[src/rtl/countdown_sequencer_pkg.sv]
// Shared definitions for the mm:ss countdown sequencer and its BCD counter chain.
package countdown_sequencer_pkg;

  typedef enum logic [1:0] {
    IDLE  = 2'd0,
    RUN   = 2'd1,
    PAUSE = 2'd2,
    DONE  = 2'd3
  } seq_state_t;

  localparam int unsigned BCD_WIDTH = 4;
  localparam int unsigned DIGITS_W  = 4 * BCD_WIDTH;

  localparam logic [BCD_WIDTH-1:0] BCD_ZERO = '0;

  localparam logic ENABLED  = 1'b1;
  localparam logic DISABLED = 1'b0;

endpackage

[src/rtl/countdown_sequencer_if.sv]
// User pulses, chain value and chain control between the sequencer and the counters.
interface countdown_sequencer_if;
  import countdown_sequencer_pkg::*;

  logic                start_stop;
  logic                clear;
  logic [DIGITS_W-1:0] digits;
  logic                cnt_rst_n;
  logic                cnt_en;
  logic                cnt_decrease;
  logic [1:0]          state;
  logic                alarm;
  logic                blink;

  modport master (
    output start_stop, clear, digits,
    input  cnt_rst_n, cnt_en, cnt_decrease, state, alarm, blink
  );

  modport slave (
    input  start_stop, clear, digits,
    output cnt_rst_n, cnt_en, cnt_decrease, state, alarm, blink
  );

endinterface

[src/rtl/countdown_sequencer_tick_prescaler.sv]
// Cycle prescaler: counts 0..TICK_DIV-1 while run is high, flags the last count as tick.
module tick_prescaler #(
  parameter int unsigned TICK_DIV = 100_000_000
) (
  input  logic                        clk,
  input  logic                        rst,
  input  logic                        run,
  input  logic                        clr,
  output logic                        tick,
  output logic [$clog2(TICK_DIV)-1:0] phase
);

  localparam int unsigned PW = $clog2(TICK_DIV);
  localparam logic [PW-1:0] LAST = PW'(TICK_DIV - 1);

  logic [PW-1:0] count;

  assign tick  = run && (count == LAST);
  assign phase = count;

  always_ff @(posedge clk) begin
    if (rst || clr) begin
      count <= '0;
    end else if (run) begin
      count <= (count == LAST) ? '0 : count + 1'b1;
    end
  end

endmodule

[src/rtl/countdown_sequencer.sv]
// Start/pause/resume/reload controller pacing a cascaded BCD mm:ss downcounter chain.
module countdown_sequencer
  import countdown_sequencer_pkg::*;
#(
  parameter int unsigned TICK_DIV = 100_000_000
) (
  input logic                  clk,
  input logic                  rst,
  countdown_sequencer_if.slave bus
);

  localparam int unsigned PW = $clog2(TICK_DIV);
  localparam logic [PW-1:0] LAST = PW'(TICK_DIV - 1);

  seq_state_t    state_q;
  logic          cnt_rst_n_q;
  logic          cnt_en_q;
  logic          cnt_decrease_q;
  logic          alarm_q;
  logic          blink_q;

  logic          zero;
  logic          reload;
  logic          run;
  logic          clr;
  logic          tick;
  logic [PW-1:0] phase;

  assign zero   = (bus.digits == {4{BCD_ZERO}});
  assign reload = bus.clear || ((state_q == DONE) && bus.start_stop);
  // Prescaler free-runs in DONE so the same counter paces the blink.
  assign run    = (state_q == RUN) || (state_q == DONE);
  assign clr    = reload || (state_q == IDLE);

  tick_prescaler #(
    .TICK_DIV (TICK_DIV)
  ) u_prescaler (
    .clk   (clk),
    .rst   (rst),
    .run   (run),
    .clr   (clr),
    .tick  (tick),
    .phase (phase)
  );

  // cnt_en never drops after reset: en=0 zeroes the counters, so holding is done
  // purely by withholding cnt_decrease.
  always_ff @(posedge clk) begin
    if (rst) begin
      state_q        <= IDLE;
      cnt_rst_n_q    <= 1'b0;
      cnt_en_q       <= DISABLED;
      cnt_decrease_q <= 1'b0;
      alarm_q        <= 1'b0;
      blink_q        <= 1'b0;
    end else begin
      cnt_en_q       <= ENABLED;
      cnt_rst_n_q    <= ~reload;
      cnt_decrease_q <= 1'b0;
      if (reload) begin
        state_q <= IDLE;
        alarm_q <= 1'b0;
        blink_q <= 1'b0;
      end else begin
        unique case (state_q)
          IDLE:  if (bus.start_stop && !zero) state_q <= RUN;
          RUN: begin
            if (zero) begin
              state_q <= DONE;
              alarm_q <= 1'b1;
            end else begin
              cnt_decrease_q <= (phase == LAST);
              if (bus.start_stop) state_q <= PAUSE;
            end
          end
          PAUSE: if (bus.start_stop) state_q <= RUN;
          DONE:  if (tick) blink_q <= ~blink_q;
        endcase
      end
    end
  end

  assign bus.state        = state_q;
  assign bus.cnt_rst_n    = cnt_rst_n_q;
  assign bus.cnt_en       = cnt_en_q;
  assign bus.cnt_decrease = cnt_decrease_q;
  assign bus.alarm        = alarm_q;
  assign bus.blink        = blink_q;

endmodule

[src/flat_wrapper.sv]
// flat-port wrapper written by rule: the top's interface ports become plain ports
module countdown_sequencer_flat import countdown_sequencer_pkg::*;
#(
  parameter int unsigned TICK_DIV = 100_000_000
)
  (clk, rst, bus_start_stop, bus_clear, bus_digits, bus_cnt_rst_n, bus_cnt_en, bus_cnt_decrease, bus_state, bus_alarm, bus_blink);
  countdown_sequencer_if bus_i ();
  input logic clk;
  input logic rst;
  input wire logic [$bits(bus_i.start_stop)-1:0] bus_start_stop;
  input wire logic [$bits(bus_i.clear)-1:0] bus_clear;
  input wire logic [$bits(bus_i.digits)-1:0] bus_digits;
  output wire logic [$bits(bus_i.cnt_rst_n)-1:0] bus_cnt_rst_n;
  output wire logic [$bits(bus_i.cnt_en)-1:0] bus_cnt_en;
  output wire logic [$bits(bus_i.cnt_decrease)-1:0] bus_cnt_decrease;
  output wire logic [$bits(bus_i.state)-1:0] bus_state;
  output wire logic [$bits(bus_i.alarm)-1:0] bus_alarm;
  output wire logic [$bits(bus_i.blink)-1:0] bus_blink;
  assign bus_i.start_stop = bus_start_stop;
  assign bus_i.clear = bus_clear;
  assign bus_i.digits = bus_digits;
  assign bus_cnt_rst_n = bus_i.cnt_rst_n;
  assign bus_cnt_en = bus_i.cnt_en;
  assign bus_cnt_decrease = bus_i.cnt_decrease;
  assign bus_state = bus_i.state;
  assign bus_alarm = bus_i.alarm;
  assign bus_blink = bus_i.blink;
  countdown_sequencer #(.TICK_DIV(TICK_DIV)) u_core (.clk(clk), .rst(rst), .bus(bus_i));
endmodule
[config.mk]
export PLATFORM = sky130hd
export DESIGN_NAME = countdown_sequencer_flat
export DESIGN_NICKNAME = d
export VERILOG_FILES = /design/src/rtl/countdown_sequencer_pkg.sv /design/src/rtl/countdown_sequencer_if.sv /design/src/rtl/countdown_sequencer_tick_prescaler.sv /design/src/rtl/countdown_sequencer.sv /design/src/flat_wrapper.sv
export SDC_FILE = /design/constraint.sdc
export NUM_CORES = 1
export LEC_CHECK = 0
export BUFFER_PORTS_ARGS = -buffer_cell sky130_fd_sc_hd__buf_4
export CELL_PAD_IN_SITES_DETAIL_PLACEMENT = 0
export CELL_PAD_IN_SITES_GLOBAL_PLACEMENT = 1
export CORE_MARGIN = 2
export CORE_UTILIZATION = 41
export DETAILED_ROUTE_END_ITERATION = 6
export PLACE_DENSITY = 0.77
export SLEW_MARGIN = 10
export SYNTH_ARGS = -nofsm -noshare
export SYNTH_HDL_FRONTEND = slang
export SYNTH_SLANG_ARGS = --single-unit
[constraint.sdc]
create_clock -name clk -period 2.65 [get_ports clk]
set_clock_uncertainty 0.15 [all_clocks]
set_input_delay 0.3975 -clock clk [delete_from_list [all_inputs] [get_ports clk]]
set_output_delay 0.3975 -clock clk [all_outputs]
set_load 0.02 [all_outputs]
Word level (Yosys, flattened, before mapping)
Index checks and enable logic that the tools add are counted.
{"block": "totals", "reg_bits": 34, "latch_bits": 0, "mem_bits_rw": 0, "romBits": 0, "elab_cells": 41, "mem_count": 0}
{"block": "op_classes", "addsub": 1, "multipliers": 0, "div_mod_pow": 0, "order_cmp": 0, "eq_ne": 7, "n_shift": 0, "mux": 7, "bitwise_logic": 3, "n_reduce_logical": 16}
{"operator": "adder 27 x 1 -> 27 bit, second input constant", "count": 1}
{"operator": "equality test 27 bit, second input constant", "count": 1}
{"operator": "two-way mux 27 bit", "count": 1}
{"operator": "logical NOT 16 bit", "count": 1}
{"operator": "two-way mux 2 bit", "count": 4}
{"operator": "case mux 2 bit (3 select lines)", "count": 1}
{"operator": "equality test 2 bit, second input constant", "count": 2}
{"operator": "logical OR 1 bit", "count": 4}
{"operator": "!= test 2 bit, second input constant", "count": 2}
{"operator": "AND reduction 2 bit", "count": 2}
{"operator": "AND reduction 4 bit", "count": 1}
{"operator": "OR reduction 4 bit", "count": 1}
{"operator": "logical AND 1 bit", "count": 3}
{"operator": "!= test 3 x 2 -> 1 bit, second input constant", "count": 1}
{"operator": "NOT 1 bit", "count": 3}
{"operator": "nonzero test 3 bit", "count": 1}
{"operator": "equality test 2 x 1 -> 1 bit, second input constant", "count": 1}
{"operator": "logical NOT 2 bit", "count": 1}
{"operator": "OR reduction 2 bit", "count": 1}
{"operator": "logical NOT 1 bit", "count": 1}
{"operator": "two-way mux 1 bit", "count": 1}

Depth between registers and ports, before layout
{"block": "depth", "word_depth": 5, "ltp_mapped": 7}

Modules after synthesis
A second synthesis with hierarchy kept.
{"block": "unflattened", "hier_cells": 197, "area_unflattened_um2": 1689.1}
{"module": "tick_prescaler", "n_inst": 1, "cells_per_inst": 152, "area_per_inst_um2": 1298.7, "seq_area_each_um2": 540.5}
{"module": "countdown_sequencer", "n_inst": 1, "cells_per_inst": 45, "area_per_inst_um2": 390.4, "seq_area_each_um2": 140.1}

Least setup slack after synthesis
Ideal clock, no wire load.
{"block": "synth_timing", "path_kind": "flip-flop to flip-flop", "startpoint": "register u_core.u_prescaler.count[0] (netlist: u_core.u_prescaler.phase[0])", "endpoint": "register u_core.blink_q (netlist: u_core.bus.blink)", "setup_ns": 0.070, "t_arrival_ns": 1.824, "slack_ns": 0.606, "stages_incl_launch_ff": 7, "cell_sequence": "dfxtp_1 -> ha_1 -> nand4_4 -> or3_1 -> buf_6 -> or4_1 -> a21oi_1"}
{"block": "synth_via", "elab_chain_cells": 3}
{"item": "start, declared", "line_no": "countdown_sequencer_tick_prescaler.sv:16", "source": "logic [PW-1:0] count;"}
{"item": "start signal, assigned", "line_no": "countdown_sequencer_tick_prescaler.sv:25", "source": "count <= (count == LAST) ? '0 : count + 1'b1;"}
{"item": "equality test 27 bit", "line_no": "countdown_sequencer_tick_prescaler.sv:18", "source": "assign tick = run && (count == LAST);"}
{"item": "logical AND 1 bit", "line_no": "countdown_sequencer_tick_prescaler.sv:18"}
{"item": "AND reduction 2 bit (no source line)"}
{"item": "end signal, assigned", "line_no": "countdown_sequencer.sv:77", "source": "DONE: if (tick) blink_q <= ~blink_q;"}
{"item": "end, declared", "line_no": "countdown_sequencer.sv:20", "source": "logic blink_q;"}
Every way passes these cells.
A chain may end at the register's enable or synchronous reset.

Final worst setup path
{"block": "layout_timing", "startpoint": "register u_core.u_prescaler.count[0] (netlist: u_core.u_prescaler.phase[0])", "endpoint": "register u_core.u_prescaler.count[14] (netlist: u_core.u_prescaler.phase[14])"}
{"block": "layout_via", "elab_chain_cells": 2, "elab_cells_between_ends": 3, "cone_classes": "1 x add/sub; 1 x eq/ne; 1 x mux"}
{"item": "adder 27 x 1 -> 27 bit / equality test 27 bit (equally long branches)", "line_no": "countdown_sequencer_tick_prescaler.sv:25"}
{"item": "two-way mux 27 bit *", "line_no": "countdown_sequencer_tick_prescaler.sv:25"}
Mark *: on every way between the ends. The rest lies on a longest branch, timed or not.

==> flow_summary.json <==
{
  "die_area_um2": 4510,
  "drc": 0,
  "multiInputGateArea_um2": 912,
  "status": "finished clean",
  "drtIter0Drc": 82,
  "syn_to_final_growth_pct": 20.6,
  "diodes": 0,
  "maxSlewViolCount": 0,
  "timing.hold.ws_ns": 0.147,
  "grtUsageMet1_pct": 23.5,
  "cts.htree.levels": 2,
  "syn_inst": 187,
  "grt_first_pass_wirelength_mm": 6.20,
  "leakage_nw": 0.667,
  "start_util_pct": 43.7,
  "grt_usage_pct": 18.5,
  "cts_root_buf": "clkbuf_8",
  "cp.arrival_ns": 2.20,
  "avgSynthCellArea_um2": 8.75,
  "cts-buffers-inserted": 5,
  "use_met3_pct": 3.50,
  "regArea_um2": 681,
  "hpwl_mm": 2.68,
  "post_cts_buffers": 0,
  "cp.required_ns": 2.65,
  "post_cts_resized": 0,
  "synth_edf_count": 0,
  "place.gp.congestion": 0.785,
  "ctsHoldBuffers": 0,
  "critPathMaxStageDelay_ns": 0.54,
  "worst_pin_slew_ns": 0.807,
  "drive_above_1_share_pct": 20.1,
  "irDropWorstVdd_v": 0.000197,
  "clockBufferDepth": 2,
  "pin_count": 27,
  "fp.coreArea_um2": 3740,
  "final_common_cell": "dfxtp_1",
  "tns_ns": 0,
  "power_density_nw_per_um2": 483,
  "grt_antenna_before_repair": 0,
  "final_cells": 267,
  "synth_seq_cells": 34,
  "routedWlPerCell_um": 13.5,
  "yosysWarnings": 0,
  "maxCapViolations": 0,
  "nets": 239,
  "synth_ff_type": "dfxtp_1",
  "grt_busiest_layer": "met2",
  "grt_max_degree": 20,
  "start_kind": "register",
  "postRouteAntennaNets": 0,
  "cts_tree": "yes",
  "cts_num_sinks": 34,
  "routed_wirelength_mm": 3.59,
  "syn_area_um2": 1640,
  "crit_path_end_kind": "register",
  "dr_total_vias": 1453,
  "synth_nets": 208,
  "rows": 22,
  "clk_latency_ns": 0.28,
  "holdCritPathClass": "in2reg",
  "synth_seq_area_share_pct": 41.6,
  "critPathBufInv": 0,
  "overflow": 0,
  "ys_types": 38,
  "nFillCells": 365,
  "path_delay_family": "simple AND/OR/NAND/NOR gates",
  "hold_viol": 0,
  "viasPerCell": 5.44,
  "clk_pin_slew_ns": 0.07,
  "dr.pass1.iters": 4,
  "layout_common_cells": "dfxtp_1, nor2_1, buf_4, nand2_1, xor2_1",
  "slowest_stage": "or3_1",
  "placed_cells": 259,
  "critical_path.max_fanout": 19,
  "chipWidth_um": 67.2,
  "setup_viol_count_final": 0,
  "portBuffers": 26,
  "async_flop_share_pct": 0,
  "grt_pass1_vias": 1345,
  "die_h_um": 67.2,
  "maxSlewHeadroom_pct": 45.8,
  "fmax_mhz": 455,
  "gr-usage-met2_pct": 30.3,
  "min_period_ns": 2.20,
  "path_cells": "ha_1 > nand4_4 > or3_1 > o21ai_4 > nor2_1",
  "rsz0062_at_grt": "no",
  "path_class": "reg2reg",
  "finalCritPeriodShare_pct": 82.9
}
[synth_stat cells, types with 3 or more instances]
| cell type | number | area, um2 |
|---|---|---|
| a32o_1 | 5 | 50.1 |
| dfxtp_1 | 34 | 681 |
| o21ai_0 | 7 | 35.0 |
| and4_1 | 3 | 26.3 |
| a21oi_1 | 5 | 25.0 |
| nand4_1 | 5 | 31.3 |
| nand2_1 | 13 | 48.8 |
| nand3_1 | 11 | 55.1 |
| nor3_1 | 10 | 50.1 |
| or3_1 | 4 | 25.0 |
| nor2_1 | 31 | 116 |
| inv_1 | 5 | 18.8 |
| and3_1 | 3 | 18.8 |
| xor2_1 | 13 | 114 |
| nor4_1 | 8 | 50.1 |
| xnor2_1 | 6 | 52.6 |
[worst reg2reg max path: stages (launching register included)]
cell,delay [ns]
dfxtp_1,0.39
ha_1,0.23
nand4_4,0.15
or3_1,0.54
o21ai_4,0.50
nor2_1,0.11
[kinds of logic after synthesis]
kind of cell	share of synthesized area (%)
multiplexers	0.612
AO/OA/AOI/OAI	10.2
adder cells (fa/ha/maj)	0.764
AND/OR/NAND/NOR	33.9
flip-flops	41.6
XOR/XNOR	10.2
buffers and inverters	2.68
[power breakdown]
part | total (mW) | internal (mW) | switching [mW]
Combinational | 0.0487 | 0.0274 | 0.0213
Sequential | 0.516 | 0.514 | 0.00282
Clock | 0.389 | 0.209 | 0.179
[routing by layer]
layer / vias to the layer above / wire length, um
met3: 7 / 81
li1: 737 / -
met4: 0 / 72
met2: 25 / 1720
met5: - / 0
met1: 684 / 1720
[through the flow]
stage | utilization (%) | cell area [um2] | power (mW) | worst slack [ns]
after floorplan | - | 1640 | 0.545 | 0.606
after global placement | 50.3 | 1880 | 0.576 | 0.516
after detailed placement | 50.3 | 1880 | 0.577 | 0.436
after CTS | 52.7 | 1970 | 0.965 | 0.423
after global routing | 52.7 | 1970 | 0.991 | 0.271
final | 52.7 | 1970 | 0.954 | 0.452
[flip-flops by register name, summed over array words and instances, names as in the netlist]
signal                    flops
u_core.bus.cnt_en             1
u_core.bus.state              2
u_core.bus.blink              1
u_core.u_prescaler.phase     27
u_core.bus.cnt_rst_n          1
u_core.bus.alarm              1
u_core.bus.cnt_decrease       1
[area by class of cell]
cell class | count | share of cell area (%)
timing repair buffer | 28 | 10.7
clock buffer | 7 | 4.38
sequential | 34 | 34.5
multi-input combinational | 144 | 46.2
clock inverter | 1 | 0.254
inverter | 5 | 0.951
tap | 48 | 3.04
[final timing paths]
kind	start	to	slack [ns]	cells after the start
setup / recovery	u_core.u_prescaler.phase[0]	u_core.u_prescaler.phase[14]	0.45	5
hold / removal	rst	u_core.bus.cnt_en	0.15	2
setup reg to reg	u_core.u_prescaler.phase[0]	u_core.u_prescaler.phase[14]	0.45	5
hold reg to reg	u_core.bus.alarm	u_core.bus.alarm	0.33	2
No activity file was read; power rests on OpenSTA's default activity.
